[config.mk]
export PLATFORM = sky130hd
export DESIGN_NAME = mdu_issue_ctrl
export DESIGN_NICKNAME = d
export VERILOG_FILES = /design/src/rtl/mdu_issue_ctrl.sv
export SDC_FILE = /design/constraint.sdc
export NUM_CORES = 1
export LEC_CHECK = 0
export CAP_MARGIN = 15
export CORE_AREA = 2 2 120 122
export CTS_CLUSTER_SIZE = 30
export DETAILED_ROUTE_END_ITERATION = 8
export DIE_AREA = 0 0 122 124
export PLACE_DENSITY_LB_ADDON = 0.12
export SKIP_LAST_GASP = 1
export SLEW_MARGIN = 20
export SYNTH_ARGS = -nofsm -noshare
export SYNTH_HDL_FRONTEND = slang
export SYNTH_SLANG_ARGS = --single-unit
[constraint.sdc]
create_clock -name clk -period 2.51 [get_ports clk]
set_input_delay 0.3765 -clock clk [delete_from_list [all_inputs] [get_ports clk]]
set_output_delay 0.3765 -clock clk [all_outputs]
set_load 0.01 [all_outputs]
[src/rtl/mdu_issue_ctrl.sv]
// EXE-stage initiator for the multiply/divide unit. Decodes HI/LO-class ops,
// drives the MDU request fields, owns the architectural HI/LO registers and
// returns MFHI/MFLO and GPR MUL results to the pipeline.
//
//   state  | meaning
//   -------+------------------------------------------------------------
//   IDLE   | nothing outstanding; requests may be issued
//   BG     | retired HI/LO op still computing in the MDU
//   MULG   | GPR MUL computing; instruction held in EXE until data_ok
module mdu_issue_ctrl #(
  parameter int OPC_W = 4
) (
  input  logic             clk,
  input  logic             rst,
  input  logic             op_valid,
  input  logic [OPC_W-1:0] op_code,
  input  logic [31:0]      src_a,
  input  logic [31:0]      src_b,
  input  logic             flush,
  output logic             stall_o,
  output logic             gpr_valid,
  output logic [31:0]      gpr_data,
  output logic             mdu_req,
  output logic             mulr_req,
  output logic             mul_req,
  output logic             mul_sign,
  output logic             accum_req,
  output logic             accum_op,
  output logic             div_req,
  output logic             div_sign,
  output logic             mt_req,
  output logic             mt_dest,
  output logic             mdu_cancel,
  output logic [63:0]      mdu_oprand,
  output logic [63:0]      mdu_hilo,
  input  logic             mdu_oprand_ok,
  input  logic             mdu_data_ok,
  input  logic [1:0]       mdu_we,
  input  logic [63:0]      mdu_wdata
);

  localparam logic [OPC_W-1:0] OP_MULT  = OPC_W'(0);
  localparam logic [OPC_W-1:0] OP_MULTU = OPC_W'(1);
  localparam logic [OPC_W-1:0] OP_DIV   = OPC_W'(2);
  localparam logic [OPC_W-1:0] OP_DIVU  = OPC_W'(3);
  localparam logic [OPC_W-1:0] OP_MADD  = OPC_W'(4);
  localparam logic [OPC_W-1:0] OP_MADDU = OPC_W'(5);
  localparam logic [OPC_W-1:0] OP_MSUB  = OPC_W'(6);
  localparam logic [OPC_W-1:0] OP_MSUBU = OPC_W'(7);
  localparam logic [OPC_W-1:0] OP_MTHI  = OPC_W'(8);
  localparam logic [OPC_W-1:0] OP_MTLO  = OPC_W'(9);
  localparam logic [OPC_W-1:0] OP_MFHI  = OPC_W'(10);
  localparam logic [OPC_W-1:0] OP_MFLO  = OPC_W'(11);
  localparam logic [OPC_W-1:0] OP_MUL   = OPC_W'(12);

  typedef enum logic [1:0] {S_IDLE, S_BG, S_MULG} state_t;

  state_t      state, state_nxt;
  logic [31:0] hi, lo;

  logic is_mult, is_div, is_madd, is_msub, is_mt, is_mf, is_mul;
  logic is_bg_op, is_issue, live;

  assign is_mult  = (op_code == OP_MULT) | (op_code == OP_MULTU);
  assign is_div   = (op_code == OP_DIV)  | (op_code == OP_DIVU);
  assign is_madd  = (op_code == OP_MADD) | (op_code == OP_MADDU);
  assign is_msub  = (op_code == OP_MSUB) | (op_code == OP_MSUBU);
  assign is_mt    = (op_code == OP_MTHI) | (op_code == OP_MTLO);
  assign is_mf    = (op_code == OP_MFHI) | (op_code == OP_MFLO);
  assign is_mul   = (op_code == OP_MUL);
  assign is_bg_op = is_mult | is_div | is_madd | is_msub;
  assign is_issue = is_bg_op | is_mt | is_mul;
  // A flushed EXE slot behaves exactly like an empty one.
  assign live     = op_valid & ~flush;

  assign mdu_oprand = {src_b, src_a};
  assign mdu_hilo   = {hi, lo};

  // State register.
  always_ff @(posedge clk or negedge rst) begin
    if (!rst) state <= S_IDLE;
    else      state <= state_nxt;
  end

  // Next-state logic; a MUL flush abandons the GPR result, a BG op always completes.
  always_comb begin
    state_nxt = state;
    case (state)
      S_IDLE: begin
        if (live & is_bg_op & mdu_oprand_ok)    state_nxt = S_BG;
        else if (live & is_mul & mdu_oprand_ok) state_nxt = S_MULG;
      end
      S_BG:    if (mdu_data_ok) state_nxt = S_IDLE;
      S_MULG:  if (flush | mdu_data_ok) state_nxt = S_IDLE;
      default: state_nxt = S_IDLE;
    endcase
  end

  // Request fields, stall, cancel and GPR return path.
  always_comb begin
    mdu_req    = live & is_issue & (state == S_IDLE);
    mul_req    = mdu_req & (is_mult | is_madd | is_msub | is_mul);
    mulr_req   = mdu_req & is_mul;
    mul_sign   = mdu_req & ((op_code == OP_MULT) | (op_code == OP_MADD) |
                            (op_code == OP_MSUB) | is_mul);
    accum_req  = mdu_req & (is_madd | is_msub);
    accum_op   = mdu_req & is_msub;
    div_req    = mdu_req & is_div;
    div_sign   = mdu_req & (op_code == OP_DIV);
    mt_req     = mdu_req & is_mt;
    mt_dest    = mdu_req & (op_code == OP_MTHI);
    stall_o    = 1'b0;
    gpr_valid  = 1'b0;
    gpr_data   = '0;
    mdu_cancel = 1'b0;
    case (state)
      S_IDLE: begin
        if (live & is_bg_op)  stall_o = ~mdu_oprand_ok;
        else if (live & is_mul) stall_o = 1'b1;
        else if (live & is_mf) begin
          gpr_valid = 1'b1;
          gpr_data  = (op_code == OP_MFHI) ? hi : lo;
        end
      end
      S_BG: begin
        if (live & is_mf & mdu_data_ok) begin
          // Bypass the word being committed this cycle.
          gpr_valid = 1'b1;
          if (op_code == OP_MFHI) gpr_data = mdu_we[1] ? mdu_wdata[63:32] : hi;
          else                    gpr_data = mdu_we[0] ? mdu_wdata[31:0]  : lo;
        end else if (live & (is_issue | is_mf)) begin
          stall_o = 1'b1;
        end
      end
      S_MULG: begin
        if (flush) mdu_cancel = 1'b1;
        else if (mdu_data_ok) begin
          gpr_valid = 1'b1;
          gpr_data  = mdu_wdata[31:0];
        end else begin
          stall_o = 1'b1;
        end
      end
      default: ;
    endcase
  end

  // HI/LO commit: MTHI/MTLO write src_a, background ops write the MDU result.
  always_ff @(posedge clk or negedge rst) begin
    if (!rst) begin
      hi <= '0;
      lo <= '0;
    end else if (mdu_req & is_mt & mdu_oprand_ok & mdu_data_ok) begin
      if (mdu_we[1]) hi <= src_a;
      if (mdu_we[0]) lo <= src_a;
    end else if ((state == S_BG) & mdu_data_ok) begin
      if (mdu_we[1]) hi <= mdu_wdata[63:32];
      if (mdu_we[0]) lo <= mdu_wdata[31:0];
    end
  end

endmodule

==> results of run 1 <==
[final cells by class]
class,instances,share of cell area
clock inverter,5,0.00645
inverter,37,0.0163
multi-input combinational,409,0.350
sequential,66,0.194
tap,180,0.0264
clock buffer,10,0.0280
timing repair buffer,337,0.379
[cells by family (layout without fill, tap and decap cells)]
family	count (synthesis)	count (layout)	share of synthesized area
flip-flops	66	66	0.313
AO/OA/AOI/OAI	274	275	0.373
AND/OR/NAND/NOR	113	113	0.105
multiplexers	21	21	0.0399
buffers and inverters	162	389	0.168
[critical path, stage by stage]
cell and delay (ps):
sky130_fd_sc_hd__clkdlybuf4s15_1 210, sky130_fd_sc_hd__or3b_4 470, sky130_fd_sc_hd__buf_6 150, sky130_fd_sc_hd__o2bb2ai_4 150, sky130_fd_sc_hd__a221o_1 360, sky130_fd_sc_hd__a22o_1 220
sky130_fd_sc_hd__buf_2 130
[layout by cell type, fill, tap and decap left out, types with 4 or more instances in the layout]
cell / synthesis / layout
sky130_fd_sc_hd__clkbuf_16: 0 / 9
sky130_fd_sc_hd__inv_1: 37 / 37
sky130_fd_sc_hd__clkdlybuf4s50_1: 0 / 196
sky130_fd_sc_hd__nand3_1: 12 / 10
sky130_fd_sc_hd__a221o_1: 11 / 11
sky130_fd_sc_hd__a211oi_1: 22 / 12
sky130_fd_sc_hd__a211oi_2: 0 / 10
sky130_fd_sc_hd__a21oi_1: 66 / 59
sky130_fd_sc_hd__buf_4: 67 / 62
sky130_fd_sc_hd__a2bb2oi_1: 33 / 32
sky130_fd_sc_hd__nor2_1: 6 / 6
sky130_fd_sc_hd__o211a_1: 21 / 21
sky130_fd_sc_hd__buf_12: 0 / 16
sky130_fd_sc_hd__nand2_1: 68 / 68
sky130_fd_sc_hd__buf_6: 1 / 12
sky130_fd_sc_hd__buf_2: 14 / 29
sky130_fd_sc_hd__dlygate4sd2_1: 0 / 11
sky130_fd_sc_hd__o22ai_1: 75 / 71
sky130_fd_sc_hd__dfrtp_1: 66 / 64
sky130_fd_sc_hd__clkbuf_2: 0 / 4
sky130_fd_sc_hd__a22o_1: 11 / 11
sky130_fd_sc_hd__mux2i_1: 21 / 21
sky130_fd_sc_hd__a211o_1: 21 / 21
sky130_fd_sc_hd__a21oi_2: 0 / 7
[layer usage]
metal  vias up  global-route usage  part of all wire
met5         -                   0                 0
met4         0               0.128             0.028
met3        63              0.0531             0.081
met2       372               0.510              0.50
met1      3074               0.358              0.39
li1       2789                   -                 -
[synthesized netlist by cell type, drive strengths merged, types with 2 or more instances]
cell type	number	area, sq um
nand3	13	70.1
a2bb2oi	33	289
a22oi	2	15.0
mux2i	21	210
nor3	4	20.0
a21oi	66	330
a221o	11	110
a22o	11	96.3
o22ai	75	469
buf	85	596
o211a	21	210
a211o	21	184
dfrtp	66	1650
nor2b	2	12.5
nor3b	2	15.0
inv	37	139
and3b	3	26.3
clkbuf	40	150
nor4	2	12.5
a211oi	22	165
nor2	6	22.5
o21ai	4	20.0
nand2	68	255
and2	2	12.5
[worst paths after layout]
check	start	endpoint
min in group clk	lo[29]	lo[29]
max in group asynchronous	rst	state[0]
min reg2reg	lo[29]	lo[29]
max reg2reg	state[1]	lo[7]
min	rst	lo[26]
max	op_code[0]	gpr_data[7]
[flip-flops by register name, indices dropped and copies added, names as in the netlist]
register  count
hi           32
state         2
lo           32
[power by group through the flow]
stage | logic [mW] | registers (mW) | clock network [mW]
finish | 2.08 | 1.73 | 1.31
floorplan | 0.730 | 1.82 | 0
detailed placement | 2.00 | 1.73 | 0
CTS | 2.07 | 1.72 | 1.31
global route | 2.22 | 1.77 | 1.36
global placement | 1.96 | 1.72 | 0
[what timing repair did]
action	4_1_cts	5_1_grt
gates resized for setup	174	28
buffers inserted	21	2
hold buffers	0	0
pin swaps	20	9
setup endpoints to repair	44	38
gates cloned	2	0
==> results.py, run 1 <==
metrics = {
    "run_status": {
        "run_status": "finished clean",
    },
    "drt": {
        "post_drt_wl_per_cell_um": 22.0,
        "drt-total-wl_um": 23000,
        "drt_pass1_iterations": 6,
        "remaining_drc_errors": 0,
        "routed_via_density": 6.03,
        "drt-initial-drc-count": 493,
        "final_antenna_net_count": 0,
        "total_number_of_vias": 6298,
    },
    "grt": {
        "grt-ovfl-total": 0,
        "initial_antenna_violation_count": 0,
        "global_route_wire_length_before_repair_um": 34400,
        "largest_net_degree_at_the_start_of_global_routing": 67,
        "first_global_vias": 6279,
        "groute.usage.overall": 0.294,
    },
    "cells_and_area": {
        "drive_gt1_frac": 0.214,
        "final_core_utilization": 0.622,
        "ff_latch_area_sq_mm": 0.00165,
        "insertedDiodeCount": 0,
        "fillers": 1202,
        "areaGrowthSynthToFinish_pct": 62.0,
        "post_layout_nonfiller_instances": 1044,
        "final_cell_area_sq_mm": 0.00854,
        "nets": 1000,
        "multi_input_comb_area_sq_mm": 0.00299,
    },
    "power_and_ir_drop": {
        "power.share.sequential": 0.338,
        "p_leak_nw": 4.06,
        "power.share.combinational": 0.407,
        "power.density_cell_area_mw_per_mm2": 599,
        "report.power.total_mw": 5.11,
        "switchingPower_mw": 1.73,
        "switching_share": 0.338,
        "power.internal_mw": 3.39,
        "power_frac_clock": 0.255,
        "vdd.ir_drop.worst_v": 0.000360,
    },
    "timing": {
        "worst-slew-pin-transition_ps": 917,
        "grt_setup_unrepaired": "no",
        "finalCritPeriodShare": 0.974,
        "hold_violations": 0,
        "finalSetupViolations": 0,
        "timing.max_slew.rel_slack": 0.389,
        "period_minus_slack_ps": 2440,
        "fmax_ghz": 0.409,
        "maxSlewViolCount": 0,
        "postLayoutSetupSlackWorst_ps": 65.8,
        "hold_ws_ps": 153,
        "timing.setup.tns_ps": 0,
        "worst_clock_skew_ps": 5.00,
    },
    "clocking": {
        "cts-buffers-inserted": 9,
        "max-clock-path-buffers": 2,
        "clk_latency_ps": 350,
        "cts_htree_levels": 3,
        "clock_tree.root_cell": "sky130_fd_sc_hd__clkbuf_16",
        "worst_setup_hold_path_clk_slew_ps": 50,
        "tritoncts": "done",
        "tritoncts_num_sinks": 66,
    },
    "logic_synthesis": {
        "synth.lib_cells_used.distinct": 47,
        "synth_sequential_area_ratio": 0.313,
        "synth_edf_count": 0,
        "ys_ff_latch": 66,
        "synthCells": 636,
        "async_set_or_reset_register_ratio_after_synthesis": 1.00,
        "synth.net_count": 776,
        "synth_top_flop_cell": "sky130_fd_sc_hd__dfrtp_1",
        "synth-warning-count": 0,
        "syn_area_per_cell_sq_um": 8.29,
        "post_synth_instance_area_sq_mm": 0.00527,
    },
    "critical_path": {
        "setup.worst_path.start_class": "primary input",
        "path_max_fanout": 6,
        "ff2ff_setup_slack_ps": 540,
        "timing_worst_setup_path_type": "in -> out",
        "ff2ff_path_depth": 6,
        "endpoint_kind": "output port",
        "crit_arrival_ps": 2070,
        "required_ps": 2130,
    },
    "placement": {
        "placement.io_buffers": 248,
        "dp_cells": 1004,
        "rd_place_congestion": 0.853,
        "dp_slack_ps": -520,
        "post_dp_cell_area_sq_mm": 0.00791,
        "dp.final_hpwl_um": 15700,
    },
    "floorplan": {
        "die_width_um": 122,
        "rows": 43,
        "placeableCoreArea_sq_mm": 0.0137,
        "io-pin-count": 313,
        "die_y_um": 124,
        "floorplan.initialDensity": 0.384,
        "fp.dieArea_sq_mm": 0.0151,
    },
    "run": {
        "max_cap_viol_count": 0,
    },
    "min_path": {
        "worstHoldPathType": "in -> async",
    },
}
Power figures use the tool's default switching activity.
==> run 2, diff against run 1 <==
--- a/config.mk
+++ b/config.mk
@@ -6,10 +6,10 @@
 export NUM_CORES = 1
 export LEC_CHECK = 0
 export CAP_MARGIN = 15
-export CORE_AREA = 2 2 120 122
+export CORE_MARGIN = 2
+export CORE_UTILIZATION = 39
 export CTS_CLUSTER_SIZE = 30
 export DETAILED_ROUTE_END_ITERATION = 8
-export DIE_AREA = 0 0 122 124
 export PLACE_DENSITY_LB_ADDON = 0.12
 export SKIP_LAST_GASP = 1
 export SLEW_MARGIN = 20
==> results.py, run 2 (synthesized netlist as in run 1, its figures left out) <==
metrics = {
    "grt": {
        "largest_net_degree_at_the_start_of_global_routing": 67,
        "first_global_vias": 6311,
        "initial_antenna_violation_count": 0,
        "grt-ovfl-total": 0,
        "global_route_wire_length_before_repair_um": 34200,
        "groute.usage.overall": 0.304,
    },
    "drt": {
        "drt_pass1_iterations": 5,
        "post_drt_wl_per_cell_um": 22.2,
        "drt-total-wl_um": 22700,
        "drt-initial-drc-count": 557,
        "remaining_drc_errors": 0,
        "total_number_of_vias": 6233,
        "routed_via_density": 6.08,
        "final_antenna_net_count": 0,
    },
    "timing": {
        "fmax_ghz": 0.395,
        "worst-slew-pin-transition_ps": 897,
        "grt_setup_unrepaired": "yes",
        "hold_violations": 0,
        "maxSlewViolCount": 0,
        "postLayoutSetupSlackWorst_ps": -23.8,
        "period_minus_slack_ps": 2530,
        "worst_clock_skew_ps": 12.2,
        "finalSetupViolations": 1,
        "timing.max_slew.rel_slack": 0.402,
        "finalCritPeriodShare": 1.01,
    },
    "clocking": {
        "tritoncts_num_sinks": 66,
        "cts-buffers-inserted": 9,
        "max-clock-path-buffers": 2,
        "worst_setup_hold_path_clk_slew_ps": 50,
        "clock_tree.root_cell": "sky130_fd_sc_hd__clkbuf_16",
        "clk_latency_ps": 340,
        "tritoncts": "done",
        "cts_htree_levels": 3,
    },
    "cells_and_area": {
        "nets": 985,
        "insertedDiodeCount": 0,
        "final_cell_area_sq_mm": 0.00841,
        "post_layout_nonfiller_instances": 1025,
        "areaGrowthSynthToFinish_pct": 59.5,
        "most-common-layout-cells": "196 x sky130_fd_sc_hd__clkdlybuf4s50_1, 74 x sky130_fd_sc_hd__o22ai_1, 67 x sky130_fd_sc_hd__nand2_1, 65 x sky130_fd_sc_hd__dfrtp_1, 64 x sky130_fd_sc_hd__a21oi_1",
        "most_common_cell_after_layout_fill_and_taps_aside": "sky130_fd_sc_hd__clkdlybuf4s50_1",
        "drive_gt1_frac": 0.178,
        "layout_top_registers": "hi (32), lo (32), state (2)",
    },
    "critical_path": {
        "path_max_fanout": 12,
        "required_ps": 2130,
        "timing_worst_setup_path_type": "in -> out",
        "endpoint_kind": "output port",
        "setup.worst_path.start_class": "primary input",
        "ff2ff_path_depth": 6,
        "crit_arrival_ps": 2160,
    },
    "floorplan": {
        "die_width_um": 120,
        "rows": 42,
        "placeableCoreArea_sq_mm": 0.0132,
        "fp.dieArea_sq_mm": 0.0145,
        "floorplan.initialDensity": 0.398,
        "die_y_um": 120,
        "io-pin-count": 313,
    },
    "placement": {
        "placement.io_buffers": 248,
        "dp_cells": 992,
        "dp_slack_ps": -439,
        "rd_place_congestion": 0.864,
        "dp.final_hpwl_um": 14800,
        "post_dp_cell_area_sq_mm": 0.00784,
    },
    "power_and_ir_drop": {
        "p_leak_nw": 4.00,
        "vdd.ir_drop.worst_v": 0.000341,
        "report.power.total_mw": 5.04,
        "power.density_cell_area_mw_per_mm2": 599,
    },
    "run_status": {
        "failed_checks": "negative setup slack",
        "run_status": "complete, but fails checks",
    },
    "min_path": {
        "worstHoldPathType": "in -> async",
    },
    "run": {
        "max_cap_viol_count": 0,
    },
}
==> run 2: cell count changes in the layout (fill, tap and decap cells not counted), moves of 4 or more <==
| cell | change |
|---|---|
| sky130_fd_sc_hd__dlygate4sd2_1 | +4 |
| sky130_fd_sc_hd__buf_6 | -5 |
| sky130_fd_sc_hd__buf_2 | -17 |
| sky130_fd_sc_hd__clkdlybuf4s15_1 | +7 |
| sky130_fd_sc_hd__buf_12 | -4 |
| sky130_fd_sc_hd__a21oi_1 | +5 |
| sky130_fd_sc_hd__buf_4 | -10 |
| sky130_fd_sc_hd__a21oi_2 | -5 |
| sky130_fd_sc_hd__clkbuf_2 | +10 |
==> run 2: worst paths after layout <==
kind	slack, ps	to	startpoint
setup reg to reg	530	lo[1]	state[1]
setup / recovery	-20	gpr_data[22]	op_code[0]
max in group asynchronous	1690	state[0]	rst
min in group clk	540	lo[26]	lo[26]
hold reg to reg	540	lo[26]	lo[26]
hold / removal	140	lo[26]	rst
==> run 2: timing repair <==
action | CTS | global route
pin swaps | 12 | 5
gates resized for setup | 106 | 55
cloned | 5 | 1
buffers inserted | 10 | 2
endpoints found under the setup margin | 44 | 35
hold buffers | 0 | 0
==> run 2: power by group <==
part / switching [mW] / total [mW] / internal [mW]
Combinational: 0.856 / 2.05 / 1.19
Clock: 0.467 / 1.25 / 0.787
Sequential: 0.342 / 1.74 / 1.40
Total: 1.66 / 5.04 / 3.37
==> run 2: layout make-up <==
class,instances,area [sq um]
Clock inverter,3,40.0
Multi-Input combinational cell,409,2950
Fill cell,1142,4840
Clock buffer,12,246
Sequential cell,66,1650
Timing Repair Buffer,322,3150
Inverter,37,139
Tap cell,176,220
==> run 2: critical path: stages <==
cell	delay (ps)
sky130_fd_sc_hd__dlygate4sd2_1	240
sky130_fd_sc_hd__buf_4	140
sky130_fd_sc_hd__nand4bb_4	240
sky130_fd_sc_hd__buf_6	160
sky130_fd_sc_hd__buf_16	150
sky130_fd_sc_hd__buf_4	140
sky130_fd_sc_hd__a21oi_1	120
sky130_fd_sc_hd__o22ai_1	110
sky130_fd_sc_hd__a22o_1	180
sky130_fd_sc_hd__dlygate4sd2_1	280
==> run 2: through the flow <==
| stage | setup TNS [ps] | utilization | hold slack [ps] |
|---|---|---|---|
| after global placement | -13460 | 0.592 | 523 |
| after floorplan | 0 | - | 80.9 |
| after global routing | -769 | 0.635 | 220 |
| after detailed placement | -14770 | 0.592 | 532 |
| final | -23.8 | 0.635 | 137 |
| after CTS | -14.5 | 0.630 | 178 |
==> run 2: routing by layer <==
metal  vias up  wire, um  global-route usage
met1      3017      8330               0.360
met4         0       723               0.133
met3        66      2250              0.0769
li1       2752         -                   -
met2       398     11400               0.522
met5         -         0                   0
